File: src/rtl/bp_mem_cmd_arb.sv
// bp_mem_cmd_arb
//   Two-requester round-robin arbiter in front of a single memory command
//   port. The ID of each accepted command goes into an in-order ID FIFO. When
//   memory responses come back, they are routed to the requester at the head
//   of that FIFO.
//
// Ports
//   clk_i, reset_n_i            clock, asynchronous active-low reset
//   reqN_cmd_i/_v_i/_ready_o    requester N command channel (valid-then-ready)
//   reqN_resp_o/_v_o/_yumi_i    requester N response channel
//   mem_cmd_o/_v_o/_ready_i     granted command towards memory
//   mem_resp_i/_v_i/_yumi_o     response from memory
//   outstanding_o               number of commands currently in flight
//   error_o                     sticky: a response arrived with nothing in flight
module bp_mem_cmd_arb #(
  parameter int cmd_width_p   = 128,
  parameter int resp_width_p  = 128,
  parameter int outstanding_p = 4
) (
  input  logic                                 clk_i,
  input  logic                                 reset_n_i,

  input  logic [cmd_width_p-1:0]               req0_cmd_i,
  input  logic                                 req0_cmd_v_i,
  output logic                                 req0_cmd_ready_o,
  input  logic [cmd_width_p-1:0]               req1_cmd_i,
  input  logic                                 req1_cmd_v_i,
  output logic                                 req1_cmd_ready_o,

  output logic [resp_width_p-1:0]              req0_resp_o,
  output logic                                 req0_resp_v_o,
  input  logic                                 req0_resp_yumi_i,
  output logic [resp_width_p-1:0]              req1_resp_o,
  output logic                                 req1_resp_v_o,
  input  logic                                 req1_resp_yumi_i,

  output logic [cmd_width_p-1:0]               mem_cmd_o,
  output logic                                 mem_cmd_v_o,
  input  logic                                 mem_cmd_ready_i,

  input  logic [resp_width_p-1:0]              mem_resp_i,
  input  logic                                 mem_resp_v_i,
  output logic                                 mem_resp_yumi_o,

  output logic [$clog2(outstanding_p+1)-1:0]   outstanding_o,
  output logic                                 error_o
);

  localparam int cnt_w_lp = $clog2(outstanding_p + 1);
  localparam int ptr_w_lp = $clog2(outstanding_p);
  localparam logic [cnt_w_lp-1:0] max_cnt_lp = cnt_w_lp'(outstanding_p);

  // State
  logic                 lg_r;
  logic [ptr_w_lp-1:0]  wr_ptr_r;
  logic [ptr_w_lp-1:0]  rd_ptr_r;
  logic [cnt_w_lp-1:0]  outstanding_r;
  logic                 error_r;
  logic                 id_fifo_r [outstanding_p];

  // Combinational
  logic grant_id_s;
  logic full_s;
  logic empty_s;
  logic cmd_v_s;
  logic accept_s;
  logic head_id_s;
  logic head_yumi_s;
  logic pop_s;
  logic spurious_s;

  // Full and empty come from the in-flight count, because the two pointers
  // are equal in both cases.
  assign full_s  = (outstanding_r == max_cnt_lp);
  assign empty_s = (outstanding_r == {cnt_w_lp{1'b0}});

  // Round-robin pick. On a tie the requester that did not win last time is
  // chosen. A lone valid requester always wins.
  always_comb begin
    grant_id_s = 1'b0;
    if (req0_cmd_v_i && req1_cmd_v_i) begin
      grant_id_s = ~lg_r;
    end else if (req1_cmd_v_i) begin
      grant_id_s = 1'b1;
    end else begin
      grant_id_s = 1'b0;
    end
  end

  // Readiness depends only on registered state and mem_cmd_ready_i. There is
  // no full bypass, so no response yumi can reach the cmd_ready outputs.
  assign cmd_v_s          = reset_n_i & (req0_cmd_v_i | req1_cmd_v_i) & ~full_s;
  assign accept_s         = cmd_v_s & mem_cmd_ready_i;
  assign mem_cmd_v_o      = cmd_v_s;
  assign mem_cmd_o        = grant_id_s ? req1_cmd_i : req0_cmd_i;
  assign req0_cmd_ready_o = accept_s & ~grant_id_s;
  assign req1_cmd_ready_o = accept_s &  grant_id_s;

  // Response routing uses the registered FIFO head. A command pushed this
  // cycle therefore cannot be answered until the next cycle.
  assign head_id_s       = id_fifo_r[rd_ptr_r];
  assign head_yumi_s     = head_id_s ? req1_resp_yumi_i : req0_resp_yumi_i;
  assign pop_s           = reset_n_i & mem_resp_v_i & ~empty_s & head_yumi_s;
  assign spurious_s      = reset_n_i & mem_resp_v_i & empty_s;
  assign req0_resp_v_o   = reset_n_i & mem_resp_v_i & ~empty_s & ~head_id_s;
  assign req1_resp_v_o   = reset_n_i & mem_resp_v_i & ~empty_s &  head_id_s;
  assign req0_resp_o     = mem_resp_i;
  assign req1_resp_o     = mem_resp_i;
  // A response with nothing in flight is consumed and dropped.
  assign mem_resp_yumi_o = pop_s | spurious_s;

  assign outstanding_o = outstanding_r;
  assign error_o       = error_r;

  // Last-grant bit, ID FIFO, in-flight counter and sticky error flag
  always_ff @(posedge clk_i or negedge reset_n_i) begin
    if (!reset_n_i) begin
      lg_r          <= 1'b1;
      wr_ptr_r      <= {ptr_w_lp{1'b0}};
      rd_ptr_r      <= {ptr_w_lp{1'b0}};
      outstanding_r <= {cnt_w_lp{1'b0}};
      error_r       <= 1'b0;
      for (int i = 0; i < outstanding_p; i++) begin
        id_fifo_r[i] <= 1'b0;
      end
    end else begin
      if (accept_s) begin
        lg_r                <= grant_id_s;
        id_fifo_r[wr_ptr_r] <= grant_id_s;
        wr_ptr_r            <= wr_ptr_r + ptr_w_lp'(1);
      end
      if (pop_s) begin
        rd_ptr_r <= rd_ptr_r + ptr_w_lp'(1);
      end
      case ({accept_s, pop_s})
        2'b10:   outstanding_r <= outstanding_r + cnt_w_lp'(1);
        2'b01:   outstanding_r <= outstanding_r - cnt_w_lp'(1);
        default: outstanding_r <= outstanding_r;
      endcase
      if (spurious_s) begin
        error_r <= 1'b1;
      end
    end
  end

endmodule

File: config.mk
export PLATFORM = sky130hd
export DESIGN_NAME = bp_mem_cmd_arb
export DESIGN_NICKNAME = d
export VERILOG_FILES = /design/src/rtl/bp_mem_cmd_arb.sv
export SDC_FILE = /design/constraint.sdc
export NUM_CORES = 1
export LEC_CHECK = 0
export CORE_AREA = 8 8 298 300
export CTS_BUF_LIST = sky130_fd_sc_hd__clkbuf_8
export DETAILED_ROUTE_END_ITERATION = 10
export DIE_AREA = 0 0 306 308
export SLEW_MARGIN = 40
export SYNTH_ARGS = -nofsm -noshare
export SYNTH_HDL_FRONTEND = slang
export SYNTH_SLANG_ARGS = --single-unit
File: constraint.sdc
create_clock -name clk_i -period 2.5 [get_ports clk_i]
set_clock_uncertainty 0.05 [all_clocks]
set_input_delay 0.5 -clock clk_i [delete_from_list [all_inputs] [get_ports clk_i]]
set_output_delay 0.5 -clock clk_i [all_outputs]
set_load 0.03 [all_outputs]
Word-level counts from Yosys, hierarchy flattened:

Index checks and enable logic that the tools add are counted.

* flip-flop bits (word level): 13
* bits in latches: 0
* memory bits (writable): 0
* ROM bits: 0
* output and inout port bits: 394
* logic and storage cells: 54
* memories: 0

* $add $sub $neg: 4
* multipliers: 0
* div/mod/pow operators: 0
* magnitude comparators: 3
* equality and inequality tests: 3
* shift operators: 0
* mux-type cells: 11
* bitwise gates (word level): 20
* reductions and logical operators: 4

Operators by type and width (count)
* $mux W128: 1
* $and A1 B1 Y1: 11
* $ge A3 B3 Y1 const B: 2
* $mux W1: 6
* $not A2 Y3: 2
* $pmux W3 S2: 1
* $not A1 Y1: 5
* $add A2 B1 Y2 const B: 2
* $bwmux W4: 1
* $add A3 B1 Y3 const B: 1
* $eq A3 B3 Y1 const B: 1
* $logic_not A3 Y1: 1
* $lt A3 B1 Y1 const B: 1
* $sub A3 B1 Y3 const B: 1
* $bmux W1 S2: 1
* $demux W1 S2: 1
* $eq A2 B1 Y1 const B: 1
* $eq A2 B2 Y1 const B: 1
* $logic_and A1 B1 Y1: 2
* $or A1 B1 Y1: 2
* $reduce_bool A2 Y1: 1

Longest topological paths before layout:

* depth after elaboration: 8
* gate-level depth with buffers: 10
* depth with buffers taken out: 10

Worst setup path after synthesis:

No wires, ideal clock.

* path type: register to register
* start point: register outstanding_r[1], in the netlist outstanding_o[1]
* end point: register outstanding_r[2], in the netlist outstanding_o[2]
* setup time: 140 ps
* data arrival time: 2011 ps
* required time: 2310 ps
* slack: 299 ps
* stages on the path, launching flop included: 10
* path buffers: 0
* clock period less this slack: 2201 ps
* path through: dfrtp_1 -> or3_2 -> nand3_1 -> nor2_1 -> ha_1 -> inv_1 -> fa_1 -> xor2_1 -> nor2_1 -> xor2_1

* word-level cells in the longest chain between the ends: 6
* elaborated cells on any way between the ends: 14
* those cells by class: 2 x add/sub; 3 x eq/ne; 1 x mux; 6 x bitwise; 2 x reduce/logical

RTL lines
* from (decl): RTL line 57 `logic [cnt_w_lp-1:0] outstanding_r;`
* from (signal assigned): RTL line 121 `outstanding_r <= {cnt_w_lp{1'b0}};`
* from (signal assigned): RTL line 136 `2'b10: outstanding_r <= outstanding_r + cnt_w_lp'(1);`
* from (signal assigned): RTL line 137 `2'b01: outstanding_r <= outstanding_r - cnt_w_lp'(1);`
* $logic_not A3 Y1 *: RTL line 75 `assign empty_s = (outstanding_r == {cnt_w_lp{1'b0}});`
* $not A1 Y1 *: RTL line 103 `assign pop_s = reset_n_i & mem_resp_v_i & ~empty_s & head_yumi_s;`
* $and A1 B1 Y1 * (2 in series): RTL line 103
* net pop_s: RTL line 69 `logic pop_s;`
* $eq A2 B1 Y1 / $eq A2 B2 Y1 (equally long branches): RTL line 135 `case ({accept_s, pop_s})`
* $pmux W3 S2 / $reduce_bool A2 Y1 (equally long branches)

Mark *: on every way through the listed nets, which the timed path passes. The rest lies on a longest branch.
A chain may end at the register's enable or synchronous reset.

Worst setup path after layout:

* start point: register lg_r
* end point: output port mem_cmd_o[122]

* word-level cells in the longest chain between the ends: 3

RTL lines
* from (decl): RTL line 54 `logic lg_r;`
* from (signal assigned): RTL line 128 `lg_r <= grant_id_s;`
* $not A1 Y1: RTL line 82 `grant_id_s = ~lg_r;`
* $mux W1: RTL line 81 `if (req0_cmd_v_i && req1_cmd_v_i) begin`
* $mux W128: RTL line 95 `assign mem_cmd_o = grant_id_s ? req1_cmd_i : req0_cmd_i;`
* to (decl): RTL line 37 `output logic [cmd_width_p-1:0] mem_cmd_o,`

No other way between the ends.

==> results by group <==
GRT
  • Vias in the first global route: 4784
  • Grt total ovfl: 0
  • Largest net degree at the start of global routing: 15
  • Initial antenna violation count: 34
  • Gr usage total: 9.16%
  • First-pass GRT wire length: 55700 um

Routing
  • Antenna-violating nets left: 0
  • Detailed-route DRC error count: 0
  • Routed vias/inst: 2.29
  • Number of violations reported at the end of detailed-routing iteration 0: 85
  • Post-DR wirelength/cell: 25.9 um
  • TritonRoute pass-1 iters: 4
  • Total wire length: 45300 um
  • Total vias in the final route: 4002

Yosys
  • Post-synthesis cell type count: 29
  • Sequential area share after synthesis: 7.71%
  • Syn_area_per_cell: 9.07 um2
  • Number of synthesis warnings: 0
  • Syn nets: 865
  • Mapped cell area: 4240 um2
  • Register bit total from synthesis: 13
  • Largest cells by area after synthesis: buf_4 46%, mux2_2 34%, dfrtp_1 7.1%
  • Post-synth top area cell: buf_4
  • Synth Instances: 467
  • Synth top area share: 45.7%

Cells and area
  • Layout cells sized above 1: 50.8%
  • Final Non-Filler Cells: 1750
  • Fin area: 8490 um2
  • Post-layout util: 10.1%
  • Most frequent cells in the layout: 263 x clkdlybuf4s50_1, 110 x buf_6, 88 x mux2_2
  • Number of fill cells: 9720
  • Most common cell after layout, fill and taps aside: clkdlybuf4s50_1
  • Total Nets Final: 1045
  • Area Growth Syn to Fin: 100%

Die
  • Die H: 308 um
  • Io pins: 786
  • Die area: 94200 um2
  • Die X: 306 um
  • Starting Density: 5.03%
  • Core footprint: 84200 um2
  • Num rows: 107

Pwr
  • IR drop worst, VDD: 0.287 mV
  • Pleak: 3.19 nW
  • Power per cell area: 430 nW/um2

STA
  • Slew at the pin with the worst max-slew slack: 0.445 ns
  • Fin. max-slew vios: 0
  • Max Fclk: 409 MHz
  • Max_slew headroom: 70.2%
  • Fin crit share: 97.8%
  • Final critical-path required period: 2.45 ns
  • RSZ-0062 raised after global routing: no
  • Final hold violations: 0
  • Final setup fails: 0

Clocking
  • CTS HTree Levels: 1
  • CTS Root Buffer Type: clkbuf_8
  • Clock Latency Late Sink: 0.25 ns
  • Cts bufs inserted: 3
  • Clock Path Buffers: 2
  • CTS sink count: 13
  • Clk slew on worst S/H paths: 0.06 ns
  • CTS tree: yes

Critical path
  • Worst-path fanout max: 8
  • CP Capture Type: output pin
  • Crit Path Class: flip-flop to output pin
  • Worst R2R Path Depth: 10
  • R2R Setup Slk: 0.24 ns
  • Req. time, crit path: 1.95 ns
  • Crit path DAT: 1.90 ns
  • CP startpoint kind: flip-flop

Min path
  • Worst hold path depth: 1
  • Class of the worst hold path: flip-flop to flip-flop

Place
  • DP Wirelength: 41500 um
  • Cell Area, Placed: 7710 um2
  • Post-Place Cells: 1716
  • Buffers on Ports: 401
  • Placer congestion estimate: 0.773

Run status
  • Status: finished clean

Flow run
  • Maxcap violations: 0
## path summary, 6_finish.rpt
| path | startpoint | end |
|---|---|---|
| setup / recovery | lg_r$_DFFE_PN1P_ | mem_cmd_o[122] |
| hold / removal | error_o$_DFFE_PN0P_ | error_o$_DFFE_PN0P_ |
| setup reg to reg | rd_ptr_r[1]$_DFFE_PN0P_ | outstanding_o[2]$_DFFE_PN0P_ |
| hold reg to reg | error_o$_DFFE_PN0P_ | error_o$_DFFE_PN0P_ |
| max in group asynchronous | reset_n_i | lg_r$_DFFE_PN1P_ |
| min in group asynchronous | reset_n_i | id_fifo_r[2]$_DFFE_PN0P_ |
## power breakdown
part	total, W	switching (W)	internal [W]	leakage [nW]
Clock	0.000190	0.0000796	0.000110	0.0256
Sequential	0.000434	0.000115	0.000320	0.152
Combinational	0.00302	0.00141	0.00161	3.02
Total	0.00365	0.00161	0.00204	3.19
## critical path: stages (launching register included)
cell and delay [ns]:
dfstp_2 0.59, a21boi_4 0.08, buf_12 0.16, buf_12 0.17, buf_12 0.14, mux2_4 0.32
buf_6 0.15
## kinds of logic (layout without fill, tap and decap cells)
family | count (synthesis) | in the layout | share of synthesized area, %
other cells | 0 | 14 | 0
simple gates | 16 | 16 | 1.83
flops | 13 | 13 | 7.71
mux | 139 | 139 | 37.1
buf+inv | 278 | 457 | 48.6
compound gates | 10 | 10 | 1.77
xor+xnor | 5 | 5 | 1.03
fa+ha+maj | 6 | 6 | 1.95
## final cells by class
cell class	instances	area (um2)	area share [%]
clock buffers	3	41.3	0.487
multi-input cells	176	2020	23.8
diodes	14	35.0	0.413
inverters	7	26.3	0.310
flip-flops and latches	13	328	3.86
repair buffers	446	4660	55.0
clock inverters	1	5.00	0.0590
well taps	1090	1360	16.1
## per-layer routing
metal	GRT usage [%]	share of wire, %
met5	0	0.15
met4	2.09	2.4
met3	7.73	18
met2	13.3	40
met1	10.1	39
## flip-flops by register name, indices dropped and copies added, names as in the netlist
| register | count |
|---|---|
| id_fifo_r | 4 |
| rd_ptr_r | 2 |
| wr_ptr_r | 2 |
| lg_r | 1 |
| error_o | 1 |
| outstanding_o | 3 |
## Yosys cell counts
| cell | count |
|---|---|
| o21ai_1 | 1 |
| or3_2 | 1 |
| a21oi_1 | 2 |
| buf_2 | 8 |
| buf_6 | 5 |
| fa_1 | 1 |
| xor2_1 | 3 |
| nor2_1 | 4 |
| nor3b_1 | 1 |
| a21o_1 | 1 |
| mux2i_1 | 7 |
| and2_2 | 1 |
| xnor2_1 | 2 |
| nand3_1 | 1 |
| o21bai_1 | 1 |
| nor2_2 | 1 |
| dfrtp_1 | 12 |
| o21ai_0 | 2 |
| a211oi_4 | 1 |
| a21boi_1 | 1 |
| nor2b_1 | 1 |
| inv_1 | 7 |
| ha_1 | 5 |
| mux2_4 | 4 |
| nand2_1 | 6 |
| o31ai_1 | 1 |
| dfstp_2 | 1 |
| mux2_2 | 128 |
| buf_4 | 258 |
## timing repair
action | CTS | global route
gates resized for setup | 612 | 25
hold endpoints to repair | 0 | 0
endpoints found under the setup margin | 130 | 127
cloned | 6 | 0
pin swaps | 1 | 1
setup buffers | 19 | 4
hold buffers | 0 | 0
## metrics by stage
| stage | setup WS, ns | setup TNS (ns) | total power (W) | hold WS (ns) |
|---|---|---|---|---|
| 3_5_place_dp | -0.606 | -57.64 | 0.00309 | 0.421 |
| 3_3_place_gp | -0.587 | -56.14 | 0.00308 | 0.417 |
| 4_1_cts | -0.173 | -9.45 | 0.00376 | 0.437 |
| 2_1_floorplan | 0.299 | 0 | 0.00258 | 0.154 |
| 6_report | 0.0547 | 0 | 0.00365 | 0.429 |
| 5_1_grt | 0.00137 | 0 | 0.00387 | 0.469 |
No activity file was read; power rests on OpenSTA's default activity.
